===== src/rtl/mux_8_32.sv =====
// mux_8_32: byte-to-word packer.
// Gathers four valid bytes, most significant byte first, and presents them as
// one registered 32-bit word with a single-cycle valid strobe. If the byte
// stream stalls inside a word for MAX_GAP cycles, the partial word is dropped
// and err_partial pulses. Everything runs on clk_4f, and reset is
// synchronous and active-low.
module mux_8_32 #(
  parameter int unsigned MAX_GAP = 3  // legal range 1..15
) (
  input  logic        clk_4f,
  input  logic        reset,
  input  logic        valid_in,
  input  logic [7:0]  data_in,
  output logic [31:0] data_out,
  output logic        valid_out,
  output logic        err_partial,
  output logic [1:0]  byte_cnt
);

  typedef enum logic [0:0] {
    ST_IDLE    = 1'b0,
    ST_COLLECT = 1'b1
  } state_t;

  localparam logic [3:0] LP_MAX_GAP = 4'(MAX_GAP);

  state_t      r_state;
  logic [31:0] r_acc;
  logic [3:0]  r_gap;
  logic [1:0]  r_byte_cnt;
  logic [31:0] r_data_out;
  logic        r_valid_out;
  logic        r_err_partial;

  logic [3:0]  w_gap_next;
  logic        w_gap_hit;

  // Outputs come straight from registers.
  assign data_out    = r_data_out;
  assign valid_out   = r_valid_out;
  assign err_partial = r_err_partial;
  assign byte_cnt    = r_byte_cnt;

  // The idle-cycle count this edge would reach, and whether that count forces a discard.
  always_comb begin
    w_gap_next = r_gap + 4'd1;
    if (w_gap_next == LP_MAX_GAP) begin
      w_gap_hit = 1'b1;
    end else begin
      w_gap_hit = 1'b0;
    end
  end

  // Packing FSM. Both strobes default low, so each can stay high for only one cycle.
  always_ff @(posedge clk_4f) begin
    if (!reset) begin
      r_state       <= ST_IDLE;
      r_acc         <= 32'h0;
      r_gap         <= 4'd0;
      r_byte_cnt    <= 2'd0;
      r_data_out    <= 32'h0;
      r_valid_out   <= 1'b0;
      r_err_partial <= 1'b0;
    end else begin
      r_valid_out   <= 1'b0;
      r_err_partial <= 1'b0;
      case (r_state)
        ST_IDLE: begin
          if (valid_in) begin
            r_acc      <= {data_in, 24'h0};
            r_byte_cnt <= 2'd1;
            r_gap      <= 4'd0;
            r_state    <= ST_COLLECT;
          end else begin
            r_state    <= ST_IDLE;
          end
        end
        ST_COLLECT: begin
          if (valid_in) begin
            // A valid byte always wins over a pending gap discard.
            if (r_byte_cnt == 2'd3) begin
              r_data_out  <= {r_acc[31:8], data_in};
              r_valid_out <= 1'b1;
              r_acc       <= 32'h0;
              r_byte_cnt  <= 2'd0;
              r_gap       <= 4'd0;
              r_state     <= ST_IDLE;
            end else begin
              case (r_byte_cnt)
                2'd1:    r_acc[23:16] <= data_in;
                2'd2:    r_acc[15:8]  <= data_in;
                default: r_acc        <= r_acc;
              endcase
              r_byte_cnt <= r_byte_cnt + 2'd1;
              r_gap      <= 4'd0;
            end
          end else if (w_gap_hit) begin
            // The stream stalled too long. Drop the partial word and leave data_out untouched.
            r_acc         <= 32'h0;
            r_byte_cnt    <= 2'd0;
            r_gap         <= 4'd0;
            r_err_partial <= 1'b1;
            r_state       <= ST_IDLE;
          end else begin
            r_gap <= w_gap_next;
          end
        end
        default: begin
          r_state    <= ST_IDLE;
          r_acc      <= 32'h0;
          r_gap      <= 4'd0;
          r_byte_cnt <= 2'd0;
        end
      endcase
    end
  end

endmodule


===== config.mk =====
export PLATFORM = sky130hd
export DESIGN_NAME = mux_8_32
export DESIGN_NICKNAME = d
export VERILOG_FILES = /design/src/rtl/mux_8_32.sv
export SDC_FILE = /design/constraint.sdc
export NUM_CORES = 1
export LEC_CHECK = 0
export BUFFER_PORTS_ARGS = -buffer_cell sky130_fd_sc_hd__buf_2
export CAP_MARGIN = 20
export CORE_ASPECT_RATIO = 1.2
export CORE_MARGIN = 2
export CORE_UTILIZATION = 40
export CTS_CLUSTER_DIAMETER = 60
export DETAILED_ROUTE_END_ITERATION = 12
export GPL_TIMING_DRIVEN = 0
export SYNTH_ARGS = -nofsm -noshare
export SYNTH_HDL_FRONTEND = slang
export SYNTH_SLANG_ARGS = --single-unit

===== constraint.sdc =====
create_clock -name clk_4f -period 1.38 [get_ports clk_4f]
set_input_delay 0.138 -clock clk_4f [delete_from_list [all_inputs] [get_ports clk_4f]]
set_output_delay 0.138 -clock clk_4f [all_outputs]
set_load 0.02 [all_outputs]

==> reports/metrics.csv <==
stage,metric,value,unit
run_status,outcome,"finished, violations left",
run_status,violations,setup timing,
sta,skew,0.00931,ns
sta,drv_slew,0,
floorplanning,fp.coreArea,6410,sq um
critical_path,cp_top_family,compound AO/OA/AOI/OAI gates,
clock_tree,cts_hold_buffers,0,
clock_tree,cts_root_buf,clkbuf_8,
floorplanning,dieArea,7260,sq um
sta,setup_viol_count_final,22,
power_and_ir_drop,powerDensity,1130,nW/um^2
finish,diodes,0,
synthesis,yosysWarnings,0,
critical_path,path_cells,"ha_4, and2_4, a21oi_4, buf_12, o2111ai_4, o21ai_0",
critical_path,ff2ff_path_depth,6,
floorplanning,die_h,93.0,microns
critical_path,setup.worst_path.start_class,register,
critical_path,reg2reg_slack,-0.09,ns
sta,finalCritPeriodShare,106,%
synthesis,avgSynthCellArea,8.68,sq um
critical_path,max_stage_delay,0.39,ns
sta,tightest_slew,0.558,ns
global_route,grt_pass1_vias,2221,
routing,wl_per_cell,14.3,microns
routing,drt_iter0_drc,73,
floorplanning,start_util,41.2,%
clock_tree,numClockSinks,65,
global_route,grt_pass1_wl,10700,microns
sta,max_freq,682,MHz
routing,antenna_left,0,
critical_path,worstReg2RegStart,r_gap[1],
finish,fin_nets,387,
synthesis,synth_most_common_cell,nand2_1,
hold_path,hold_class,in -> reg,
routing,drc,0,
routing,drt-total-wl,6590,microns
clock_tree,clk_path_buf_depth,2,
critical_path,crit_buf_inv,1,
sta,rsz0062_at_grt,yes,
power_and_ir_drop,p_leak,1.32,nW
global_route,grt_max_degree,13,
floorplanning,rows,32,
global_route,grt_overflow,0,
synthesis,synth_edf_count,0,
global_route,grt.total_usage,19.0,%
floorplanning,pin_count,47,
synthesis,synth-main-ff-cell,dfxtp_1,
critical_path,slowest_stage,dfxtp_4,
clock_tree,clkTransAtPathRegs,0.08,ns
clock_tree,cts_tree,done,
finish,area_delta_synth_final,33.0,%
placement,numPortBuffers,45,
synthesis,synth_area_leaders,"dfxtp_1 (49%), nand2_1 (9.8%), a22oi_1 (6.8%)",
global_route,antenna_found_initial,0,
sta,hold_viol_final,0,
clock_tree,worstSkewPairLatency,0.34,ns
placement,dp_hpwl,4410,microns
job,drv_cap,0,
finish,register_area,1320,sq um
floorplanning,fp.dieW,78.1,microns
critical_path,critPathKind,reg -> reg,
sta,slew_headroom,62.8,%
finish,multi_input_comb_area,1320,sq um
synthesis,synth_top_cell_area_share,49.3,%
power_and_ir_drop,vdd_drop_max,0.815,mV
synthesis,netlist_area,2640,sq um
critical_path,r2r-end,r_acc[20],
synthesis,ys_seq_area_share,49.3,%
placement,pre_cts_ws,-0.379,ns
synthesis,synth_cells,304,
clock_tree,htree_levels,3,
routing,vias,2336,
finish,drive_gt1_share,32.2,%
clock_tree,cts_made_buffers,9,
finish,fill_cells,620,
synthesis,synth_fp_nets,320,
critical_path,worstSetupEndpointType,register,
placement,gp_congestion,0.797,
synthesis,ys_seq_elements,65,
synthesis,synth_commonest_cells,"nand2_1 (69), dfxtp_1 (65), a21oi_1 (34)",
routing,vias_per_cell,5.07,
critical_path,startpoint,r_gap[1],
sta,fin_crit,1.47,ns
hold_path,holdCritStartpoint,data_in[2],
sta,setup_slack,-0.0863,ns
hold_path,holdPathEnd,data_out[2],
synthesis,ys_async_sr_fraction,0,%
routing,drtPass1Iterations,4,
synthesis,yosys.area.top_type,dfxtp_1,
critical_path,crit_required,1.60,ns
critical_path,worstPathArrival,1.69,ns
hold_path,hold-path-cell-count,3,
synthesis,synth.distinct_cells,37,
sta,totalNegativeSetupSlack,-0.962,ns
critical_path,critPathMaxFanout,8,
routing by layer:
metal | wire length (microns) | GRT usage [%] | up-vias | part of all wire (%)
met4 | 99 | 7.46 | 0 | 1.5
met2 | 3300 | 32.2 | 53 | 50
met3 | 342 | 4.48 | 9 | 5.2
li1 | - | - | 1180 | -
met5 | 0 | 0 | - | 0
met1 | 2840 | 23.2 | 1094 | 43
placed cells by master, fill, tap and decap left out, types with 5 or more instances in the layout:
cell type and count:
buf_4 9, inv_1 21, a22oi_1 24, clkbuf_8 9, a211oi_2 5, buf_6 6
nand2_1 68, buf_2 48, o21ai_1 14, a21oi_1 34, dfxtp_1 61, o21ai_2 5
where the power goes:
part	internal [mW]	switching, mW
clock network	1.02	0.767
registers	1.90	0.0195
logic	0.0949	0.163
total	3.01	0.950
layout make-up:
| cell class | count | area share (%) |
|---|---|---|
| Clock inverter | 7 | 2.71 |
| Inverter | 23 | 2.46 |
| Clock buffer | 9 | 3.53 |
| Buffer | 17 | 3.67 |
| Multi-Input combinational cell | 200 | 37.7 |
| Tap cell | 85 | 3.03 |
| Sequential cell | 65 | 37.5 |
| Timing Repair Buffer | 55 | 9.38 |
stage by stage:
step / hold slack [ns] / power, mW / std cells / area (sq um) / utilization, %
after detailed placement: 0.440 / 2.17 / 434 / 2990 / 46.7
after floorplan: 0.274 / 2.09 / 304 / 2660 / -
final: 0.0864 / 3.96 / 461 / 3510 / 54.7
after CTS: 0.0770 / 3.96 / 460 / 3420 / 53.3
after global placement: 0.439 / 2.17 / 434 / 2990 / 46.7
after global routing: 0.0771 / 4.09 / 461 / 3510 / 54.7
worst reg2reg max path, stage by stage, from the launching register on:
cell	delay [ns]
dfxtp_4	0.39
ha_4	0.16
and2_4	0.16
a21oi_4	0.05
buf_12	0.14
o2111ai_4	0.34
o21ai_0	0.12
cells by family after synthesis:
| family | count (synthesis) | share of synthesized area, % |
|---|---|---|
| AO/OA/AOI/OAI | 95 | 23.2 |
| buffers and inverters | 40 | 7.07 |
| flip-flops | 65 | 49.3 |
| AND/OR/NAND/NOR | 97 | 17.3 |
| adder cells (fa/ha/maj) | 5 | 2.37 |
| XOR/XNOR | 2 | 0.664 |
flip-flops by register name (all words and copies together), names as in the netlist:
signal / cells
err_partial: 1
r_gap: 4
byte_cnt: 2
r_state: 1
data_out: 32
valid_out: 1
r_acc: 24
worst max path at each step:
stage / endpoint / cells after the start / slack, ns
2_1_floorplan: r_acc[16] / 6 / -0.01
3_3_place_gp: r_acc[18] / 5 / -0.30
3_5_place_dp: r_acc[18] / 5 / -0.38
4_1_cts: r_acc[18] / 6 / -0.07
5_1_grt: r_acc[20] / 6 / -0.15
6_report: r_acc[20] / 6 / -0.09
timing repair:
action,in CTS,in global routing
endpoints found under the setup margin,60,54
gates resized for setup,41,24
cloned,1,0
hold endpoints to repair,0,0
buffers inserted,9,2
pin swaps,14,10
Power figures use the tool's default switching activity.
